File: src/rtl/uart_pkg.sv
// uart_pkg: shared state type, framing constants and helpers for the UART family
package uart_pkg;

    typedef enum logic [2:0] {IDLE, START, DATA, PARITY, STOP} uart_state_t;

    localparam logic [1:0] LEN_5 = 2'd0;
    localparam logic [1:0] LEN_6 = 2'd1;
    localparam logic [1:0] LEN_7 = 2'd2;
    localparam logic [1:0] LEN_8 = 2'd3;

    localparam logic PAR_EVEN = 1'b0;
    localparam logic PAR_ODD  = 1'b1;

    localparam int DIV_1MBAUD = 50;

    // index of the final data bit for a given length code (5 bits -> 4 ... 8 bits -> 7)
    function automatic logic [2:0] last_bit_idx(input logic [1:0] len);
        return 3'(len) + 3'd4;
    endfunction

    // keeps only the data bits that belong to the frame, so parity ignores unused MSBs
    function automatic logic [7:0] len_mask(input logic [1:0] len);
        return 8'hFF >> (2'd3 - len);
    endfunction

endpackage

File: src/rtl/sync_fifo.sv
// sync_fifo: single-clock registered FIFO with full/empty flags and occupancy count
module sync_fifo #(
    parameter int WIDTH = 8,
    parameter int DEPTH = 16
) (
    input  logic                   clk,
    input  logic                   rst,
    input  logic                   wr_en,
    input  logic [WIDTH-1:0]       wr_data,
    input  logic                   rd_en,
    output logic [WIDTH-1:0]       rd_data,
    output logic                   full,
    output logic                   empty,
    output logic [$clog2(DEPTH):0] count
);
    localparam int AW = $clog2(DEPTH);

    logic [WIDTH-1:0] mem [DEPTH];
    logic [AW-1:0]    wr_ptr, rd_ptr;
    logic             push, pop;

    assign push    = wr_en && !full;
    assign pop     = rd_en && !empty;
    assign full    = count == (AW+1)'(DEPTH);
    assign empty   = count == '0;
    assign rd_data = mem[rd_ptr];

    // storage array; writes while full are dropped
    always_ff @(posedge clk) begin
        if (push) mem[wr_ptr] <= wr_data;
    end

    // pointers wrap naturally because DEPTH is a power of two
    always_ff @(posedge clk) begin
        if (rst) begin
            wr_ptr <= '0;
            rd_ptr <= '0;
            count  <= '0;
        end else begin
            if (push) wr_ptr <= wr_ptr + 1'b1;
            if (pop) rd_ptr <= rd_ptr + 1'b1;
            count <= count + {{AW{1'b0}}, push} - {{AW{1'b0}}, pop};
        end
    end

endmodule

File: src/rtl/uart_tx_fifo.sv
// uart_tx_fifo: UART transmitter with programmable framing, fed back-to-back from a TX FIFO
module uart_tx_fifo
    import uart_pkg::*;
#(
    parameter int DIV_WIDTH  = 16,
    parameter int FIFO_DEPTH = 16,
    parameter int CNT_WIDTH  = 5
) (
    input  logic                 i_Clock,
    input  logic                 reset,
    input  logic [DIV_WIDTH-1:0] i_Div,
    input  logic [1:0]           i_Data_Len,
    input  logic                 i_Parity_En,
    input  logic                 i_Parity_Odd,
    input  logic                 i_Two_Stop,
    input  logic                 i_Tx_DV,
    input  logic [7:0]           i_Tx_Byte,
    output logic                 o_Tx_Ready,
    output logic                 o_Tx_Serial,
    output logic                 o_Tx_Active,
    output logic                 o_Tx_Done,
    output logic [CNT_WIDTH-1:0] o_Fifo_Count,
    output logic                 o_Overflow
);
    uart_state_t          state, state_n;
    logic [DIV_WIDTH-1:0] cnt, cnt_n, div_q;
    logic [2:0]           bit_idx, bit_n;
    logic [7:0]           shreg, fifo_data;
    logic [1:0]           len_q;
    logic                 par_en_q, par_odd_q, two_stop_q;
    logic                 serial_n, full, empty, pop, bit_end, stop_last, parity;

    sync_fifo #(.WIDTH(8), .DEPTH(FIFO_DEPTH)) u_fifo (
        .clk    (i_Clock),
        .rst    (reset),
        .wr_en  (i_Tx_DV),
        .wr_data(i_Tx_Byte),
        .rd_en  (pop),
        .rd_data(fifo_data),
        .full   (full),
        .empty  (empty),
        .count  (o_Fifo_Count)
    );

    assign o_Tx_Ready  = !full;
    assign o_Tx_Active = state != IDLE;
    assign bit_end     = cnt == div_q - 1'b1;
    assign stop_last   = bit_end && (!two_stop_q || bit_idx[0]);
    assign parity      = ^shreg ^ par_odd_q;
    assign pop         = !empty && (state == IDLE || (state == STOP && stop_last));

    // next state, bit timing and the line level the serial register will take
    always_comb begin
        state_n = state;
        cnt_n   = cnt + 1'b1;
        bit_n   = bit_idx;
        case (state)
            IDLE: begin
                cnt_n = '0;
                bit_n = '0;
                if (!empty) state_n = START;
            end
            START: if (bit_end) begin
                cnt_n   = '0;
                state_n = DATA;
            end
            DATA: if (bit_end) begin
                cnt_n = '0;
                bit_n = bit_idx + 3'd1;
                if (bit_idx == last_bit_idx(len_q)) begin
                    bit_n   = '0;
                    state_n = par_en_q ? PARITY : STOP;
                end
            end
            PARITY: if (bit_end) begin
                cnt_n   = '0;
                state_n = STOP;
            end
            STOP: if (bit_end) begin
                cnt_n   = '0;
                bit_n   = stop_last ? 3'd0 : 3'd1;
                state_n = !stop_last ? STOP : empty ? IDLE : START;
            end
            default: begin
                cnt_n   = '0;
                bit_n   = '0;
                state_n = IDLE;
            end
        endcase
        serial_n = state_n == START  ? 1'b0 :
                   state_n == DATA   ? shreg[bit_n] :
                   state_n == PARITY ? parity : 1'b1;
    end

    // frame sequencer, registered line, done pulse and sticky overflow
    always_ff @(posedge i_Clock) begin
        if (reset) begin
            state       <= IDLE;
            cnt         <= '0;
            bit_idx     <= '0;
            o_Tx_Serial <= 1'b1;
            o_Tx_Done   <= 1'b0;
            o_Overflow  <= 1'b0;
        end else begin
            state       <= state_n;
            cnt         <= cnt_n;
            bit_idx     <= bit_n;
            o_Tx_Serial <= serial_n;
            o_Tx_Done   <= state == STOP && stop_last;
            if (i_Tx_DV && full) o_Overflow <= 1'b1;
        end
    end

    // byte and framing are captured at pop so mid-frame changes only hit the next frame
    always_ff @(posedge i_Clock) begin
        if (pop) begin
            shreg      <= fifo_data & len_mask(i_Data_Len);
            div_q      <= (i_Div[DIV_WIDTH-1:1] == '0) ? DIV_WIDTH'(2) : i_Div;
            len_q      <= i_Data_Len;
            par_en_q   <= i_Parity_En;
            par_odd_q  <= i_Parity_Odd;
            two_stop_q <= i_Two_Stop;
        end
    end

endmodule
File: config.mk
export PLATFORM = sky130hd
export DESIGN_NAME = uart_tx_fifo
export DESIGN_NICKNAME = d
export VERILOG_FILES = /design/src/rtl/uart_pkg.sv /design/src/rtl/sync_fifo.sv /design/src/rtl/uart_tx_fifo.sv
export SDC_FILE = /design/constraint.sdc
export NUM_CORES = 1
export LEC_CHECK = 0
export ABC_CLOCK_PERIOD_IN_PS = 5950
export CORE_ASPECT_RATIO = 0.6
export CORE_MARGIN = 2
export CORE_UTILIZATION = 40
export DETAILED_ROUTE_END_ITERATION = 16
export GPL_TIMING_DRIVEN = 0
export PLACE_DENSITY = 0.55
export SYNTH_ARGS = -nofsm -noshare
export SYNTH_HDL_FRONTEND = slang
export SYNTH_SLANG_ARGS = --single-unit
export TNS_END_PERCENT = 20
File: constraint.sdc
create_clock -name i_Clock -period 5.95 [get_ports i_Clock]
set_input_delay 0.8925 -clock i_Clock [delete_from_list [all_inputs] [get_ports i_Clock]]
set_output_delay 0.8925 -clock i_Clock [all_outputs]
set_load 0.02 [all_outputs]
==> flow_summary.yaml, run 1 <==
outcome:
  status: "finished, final reports clean"
cts:
  clk_pin_slew_ns: 0.08
  cts_buffer_depth: 2
  cts_max_level: 4
  cts_resized: 0
  holdBufCountCts: 0
  cts_root_buf: "clkbuf_16"
  cts.sinks: 199
  cts_made_buffers: 17
  post_cts_buffers: 0
  cts_tree: "built"
  clk_latency_ns: 0.44
synth:
  synth_cell_types: 61
  syn_nets: 635
  synthFlopType: "edfxtp_1"
  yosysWarnings: 0
  synth_seq_cells: 199
  netlist_area_sq_um: 8675
  synth-edff-count: 157
  synth-async-reset-ratio: 0
  syn_area_per_cell_sq_um: 14.75
  yosysSeqAreaShare: 0.6404
  syn_inst: 588
die:
  die_h_um: 118.1
  start_util: 0.4104
  num_rows: 41
  core_sq_um: 21140
  dieWidth_um: 194.1
  die_area_sq_um: 22920
  io_pins: 42
setup_path:
  timing.rr.start: "div_q[0]"
  rr_worst_depth: 19
  cp-start-kind: "flop"
  crit_path_max_fanout: 21
  worstSetupStartpoint: "div_q[0]"
  cp.arrival_ns: 5.83
  path_depth: 19
  path_buf_inv: 4
  criticalPathCategory: "reg2reg"
  cp_slowest_cell: "nor4b_1"
  crit_family: "simple AND/OR/NAND/NOR gates"
  worstPathCellList: "inv_1 > ha_1 > nor4b_1 > nand3_1 > xnor2_1 > a211oi_1 > o2111ai_4 > buf_2 > nand2b_1 > a21boi_4 > buf_16 > ha_1 > inv_1 > ha_1 > fa_1 > a21oi_1 > nor2_1 > or3_1 > a21oi_1"
  reg2reg_slack_ns: 0.49
  r2r-end: "u_fifo.count[4]"
  required_ns: 6.32
  crit_path_frequent_cell: "ha_1"
  end_kind: "flop"
  crit_end: "u_fifo.count[4]"
  slowest_delay_ns: 0.68
global_route:
  grt_pass1_vias: 4947
  grt_max_degree: 22
  grt_first_pass_wirelength_um: 28750
  gr-usage-all-layers: 0.1675
  grt-ovfl-total: 0
  grt_antenna_before_repair: 0
power:
  power_density_nw_per_um2: 405.8
  finalPower_uw: 4118
  ir_drop_v: 0.0002370
  p_leak_uw: 0.003244
sta:
  min_period_over_period: 0.9176
  worst_pin_slew_ns: 1.248
  maxSlewHeadroom: 0.1614
  maxSlewViolCount: 0
  fmax_mhz: 183.2
  finClkSkew_ns: 0.01183
  rsz0062_at_grt: "false"
  fin_crit_ns: 5.460
  hold_violations: 0
  setup_violations: 0
placed_design:
  dp_hpwl_um: 13250
  io_buffers: 41
  place_congestion: 0.8650
finish:
  multi_input_area_sq_um: 2923
  diodes: 0
  drive_gt1_frac: 0.1439
  final_common_cell: "edfxtp_1"
  nNetsFinal: 701
  post-route-util: 0.4801
  final_cell_mix: "157 x edfxtp_1, 54 x nor2_1, 42 x dfxtp_1"
  nFillCells: 1800
  regArea_sq_um: 5555
  syn_to_final_growth_pct: 16.96
drt:
  drc: 0
  ant_nets: 0
  vias: 5089
  drt_iter0_drc: 470
  drt-total-wl_um: 18490
  avgRoutedWirePerCell_um: 19.55
  drt_pre_antenna_iters: 4
  vias_per_cell: 5.379
job:
  drv_cap: 0
worst_hold_path:
  min_from: "cnt[0]"
  hold_class: "reg2reg"
==> routing by layer <==
metal / vias up / global-route usage / part of all wire
li1: 2347 / - / -
met1: 2607 / 0.2647 / 0.52
met2: 123 / 0.2284 / 0.42
met3: 12 / 0.03983 / 0.053
met4: 0 / 0.04214 / 0.0065
met5: - / 0 / 0
==> worst min path at each step <==
stage | to | slack [ns] | depth (start not counted)
finish | cnt[0] | 0.51 | 1
global route | cnt[0] | 0.54 | 1
CTS | cnt[0] | 0.53 | 1
detailed placement | cnt[0] | 0.51 | 1
global placement | cnt[0] | 0.45 | 1
floorplan | cnt[0] | 0.44 | 1
==> sequential cells by signal, summed over array words and instances, names as in the netlist, named ones only <==
name / count
par_en_q: 1
u_fifo.rd_ptr: 4
shreg: 8
state: 3
u_fifo.wr_ptr: 4
two_stop_q: 1
o_Tx_Done: 1
u_fifo.count: 5
o_Overflow: 1
par_odd_q: 1
o_Tx_Serial: 1
cnt: 16
u_fifo.mem: 128
div_q: 16
len_q: 2
bit_idx: 3
==> report_power, final <==
group	internal, uW	switching, uW
sequential	1690	129
clock	604	561
combinational	540	595
==> cells by family after synthesis <==
family / count (synthesis) / synth area share
flops: 199 / 0.6404
xor+xnor: 50 / 0.05048
simple gates: 166 / 0.1023
fa+ha+maj: 15 / 0.02250
compound gates: 49 / 0.04573
buf+inv: 63 / 0.02755
mux: 46 / 0.1111
==> Yosys cell counts, drive strengths merged (2+ instances only) <==
| master | instances | area share |
|---|---|---|
| xnor2 | 30 | 0.030 |
| nor4b | 2 | 0.0020 |
| clkbuf | 33 | 0.014 |
| a21boi | 3 | 0.0030 |
| nand3b | 4 | 0.0049 |
| nor4 | 11 | 0.0097 |
| nor2b | 4 | 0.0029 |
| inv | 24 | 0.010 |
| o31a | 2 | 0.0020 |
| and4 | 2 | 0.0020 |
| and3 | 4 | 0.0029 |
| nor3b | 2 | 0.0017 |
| buf | 5 | 0.0025 |
| a21oi | 12 | 0.0069 |
| nand4 | 5 | 0.0036 |
| mux4 | 40 | 0.10 |
| or3 | 4 | 0.0029 |
| mux2i | 4 | 0.0046 |
| nand2b | 6 | 0.0043 |
| dfxtp | 42 | 0.097 |
| ha | 14 | 0.020 |
| or4 | 5 | 0.0048 |
| nor3 | 15 | 0.0087 |
| a211oi | 3 | 0.0026 |
| mux2 | 2 | 0.0026 |
| nand2 | 16 | 0.0069 |
| o21ai | 9 | 0.0052 |
| xor2 | 20 | 0.020 |
| nand3 | 20 | 0.012 |
| and2 | 9 | 0.0065 |
| a21o | 2 | 0.0017 |
| o21a | 2 | 0.0017 |
| nor2 | 54 | 0.023 |
| edfxtp | 157 | 0.54 |
==> area by class of cell <==
cell class,instances,share of cell area
Sequential cell,199,0.5475
Multi-Input combinational cell,326,0.2881
Timing Repair Buffer,47,0.04661
Clock buffer,17,0.04193
Tap cell,279,0.03441
Clock inverter,15,0.01788
Buffer,38,0.01431
Inverter,25,0.009249
==> worst reg2reg max path: stages, from the launching register on <==
cell,delay [ns]
edfxtp_1,0.47
inv_1,0.10
ha_1,0.21
nor4b_1,0.68
nand3_1,0.26
xnor2_1,0.19
a211oi_1,0.43
o2111ai_4,0.27
buf_2,0.25
nand2b_1,0.23
a21boi_4,0.54
buf_16,0.24
ha_1,0.15
inv_1,0.04
ha_1,0.20
fa_1,0.41
a21oi_1,0.17
nor2_1,0.07
or3_1,0.34
a21oi_1,0.13
==> stage by stage <==
stage	setup TNS, ns	hold slack [ns]	area (sq um)	instances	setup WS [ns]
global placement	-0.09793	0.4485	9434	908	-0.09793
floorplan	0	0.4356	8675	588	0.9139
finish	0	0.5098	10150	946	0.4902
CTS	0	0.5258	10130	945	0.4979
global route	0	0.5409	10150	946	0.1261
detailed placement	0	0.5101	9524	913	0.5540
No activity file was read; power rests on OpenSTA's default activity.
==> run 2, diff against run 1 <==
--- a/config.mk
+++ b/config.mk
@@ -5,7 +5,6 @@
 export SDC_FILE = /design/constraint.sdc
 export NUM_CORES = 1
 export LEC_CHECK = 0
-export ABC_CLOCK_PERIOD_IN_PS = 5950
 export CORE_ASPECT_RATIO = 0.6
 export CORE_MARGIN = 2
 export CORE_UTILIZATION = 40
==> results of run 2 <==
No change in the layout: final DEF, timing and power equal those of run 1.
==> run 3, diff against run 2 <==
--- a/config.mk
+++ b/config.mk
@@ -5,12 +5,15 @@
 export SDC_FILE = /design/constraint.sdc
 export NUM_CORES = 1
 export LEC_CHECK = 0
+export CELL_PAD_IN_SITES_DETAIL_PLACEMENT = 1
+export CELL_PAD_IN_SITES_GLOBAL_PLACEMENT = 2
 export CORE_ASPECT_RATIO = 0.6
 export CORE_MARGIN = 2
 export CORE_UTILIZATION = 40
 export DETAILED_ROUTE_END_ITERATION = 16
 export GPL_TIMING_DRIVEN = 0
-export PLACE_DENSITY = 0.55
+export PLACE_DENSITY = 0.71
+export SLEW_MARGIN = 20
 export SYNTH_ARGS = -nofsm -noshare
 export SYNTH_HDL_FRONTEND = slang
 export SYNTH_SLANG_ARGS = --single-unit
==> flow_summary.yaml, run 3 (synthesis results as in run 1) <==
power:
  combPwrFrac: 0.280
  p_leak_uw: 0.003245
  swShare: 0.3195
  seqPwrFrac: 0.437
  netSwitchingPower_uw: 1332
  ir_drop_v: 0.0002204
  p_int_uw: 2837
  power_density_nw_per_um2: 410.3
  p_clk_frac: 0.283
cts:
  cts_buffer_depth: 2
  cts_made_buffers: 17
  cts_root_buf: "clkbuf_16"
  cts_max_level: 4
  clk_latency_ns: 0.45
  cts.sinks: 199
  cts_tree: "built"
  cts_resized: 0
  holdBufCountCts: 0
  post_cts_buffers: 0
  clk_pin_slew_ns: 0.07
setup_path:
  timing.rr.start: "div_q[6]"
  worstSetupStartpoint: "div_q[6]"
  cp.arrival_ns: 5.98
  end_kind: "flop"
  worstPathCellList: "nor4_1 > nand3_1 > or4_1 > a32oi_2 > o2111ai_4 > buf_2 > nand2b_1 > a21boi_4 > buf_16 > ha_1 > inv_1 > ha_1 > fa_1 > a21oi_1 > nor2_1 > or3_1 > a21oi_1"
  slowest_delay_ns: 0.65
  cp_slowest_cell: "nor4_1"
  required_ns: 6.31
  criticalPathCategory: "reg2reg"
  rr_worst_depth: 17
  r2r-end: "u_fifo.count[4]"
  cp-start-kind: "flop"
  crit_path_max_fanout: 21
  reg2reg_slack_ns: 0.34
sta:
  rsz0062_at_grt: "false"
  setup_tns_ns: 0
  min_period_over_period: 0.9432
  setup_ws_ns: 0.3378
  maxSlewHeadroom: 0.3929
  fmax_mhz: 178.2
  finClkSkew_ns: 0.01986
  fin_crit_ns: 5.612
  maxSlewViolCount: 0
  hold_slack_ns: 0.4764
  hold_violations: 0
  worst_pin_slew_ns: 0.9073
  setup_violations: 0
finish:
  regArea_sq_um: 5555
  fin_area_sq_um: 10160
  largest_reg_flops: 128
  nFillCells: 2088
  final_cell_mix: "157 x edfxtp_1, 54 x nor2_1, 42 x dfxtp_1"
  nNetsFinal: 700
  multi_input_area_sq_um: 2939
  diodes: 0
  drive_gt1_frac: 0.1486
  regMostFlops: "u_fifo.mem"
  syn_to_final_growth_pct: 17.14
  final_common_cell: "edfxtp_1"
  top_regs: "u_fifo.mem x128, cnt x16, div_q x16"
drt:
  drt_pre_antenna_iters: 4
  vias_per_cell: 5.310
  avgRoutedWirePerCell_um: 21.45
  drc: 0
  drt-total-wl_um: 20270
  drt_iter0_drc: 321
  vias: 5018
  ant_nets: 0
job:
  drv_cap: 0
placed_design:
  dpl_cell_area_sq_um: 9544
  dp_hpwl_um: 14910
  pre_cts_slack_ns: 0.2570
  place_congestion: 0.7507
  io_buffers: 41
global_route:
  grt_first_pass_wirelength_um: 31980
  grt_max_degree: 22
  grt_pass1_vias: 5269
  grt_antenna_before_repair: 0
  grt-ovfl-total: 0
  gr-usage-all-layers: 0.1902
outcome:
  status: "finished, final reports clean"
worst_hold_path:
  hold_class: "reg2reg"
  min_from: "cnt[0]"
  hold_end: "cnt[0]"
  hold_path_depth: 1
die:
  io_pins: 42
  core_sq_um: 21140
  dieWidth_um: 194.1
  start_util: 0.4104
  die_h_um: 118.1
  num_rows: 41
  die_area_sq_um: 22920
[run 3: cell count changes in the layout (fill, tap and decap cells not counted), sizes merged]
cell,previous run,this run
buf,11,10
[run 3: worst max-delay path by stage]
stage / endpoint
floorplan: u_fifo.count[4]
global placement: u_fifo.count[4]
detailed placement: u_fifo.count[4]
CTS: u_fifo.count[4]
global route: u_fifo.count[4]
finish: u_fifo.count[4]
[run 3: cell type report]
type,count,share of cell area
tap,279,0.03436
timing repair buffer,46,0.04605
buffer,38,0.01428
clock inverter,15,0.01822
inverter,25,0.009235
clock buffer,17,0.04187
sequential,199,0.5467
multi-input combinational,326,0.2893
[run 3: metal layers]
layer / wire, um / track usage / vias to the layer above
li1: - / - / 2341
met1: 10570 / 0.3118 / 2565
met2: 8228 / 0.2482 / 105
met3: 1367 / 0.04183 / 7
met4: 100 / 0.05019 / 0
met5: 0 / 0 / -
[run 3: worst max-delay path: cells and delay by family (launching register included)]
family	cells	cell delay (ns)
adders and majority gates	3	0.76
AOI/OAI and AO/OA	5	1.41
buffers and inverters	3	0.55
DFF	1	0.52
and+or+nand+nor	6	2.29
[run 3: power by group through the flow]
stage | Clock, uW | Combinational, uW | Sequential [uW]
floorplan | 0 | 774 | 1820
global placement | 0 | 1100 | 1850
detailed placement | 0 | 1180 | 1850
CTS | 1220 | 1190 | 1820
global route | 1270 | 1290 | 1840
finish | 1180 | 1170 | 1820
[run 3: per-stage QoR]
stage	cells	total power, uW	utilization
final	945	4169	0.4808
after global routing	945	4402	0.4808
after CTS	945	4224	0.4805
after detailed placement	913	3032	0.4516
after global placement	908	2951	0.4464
after floorplan	588	2598	-
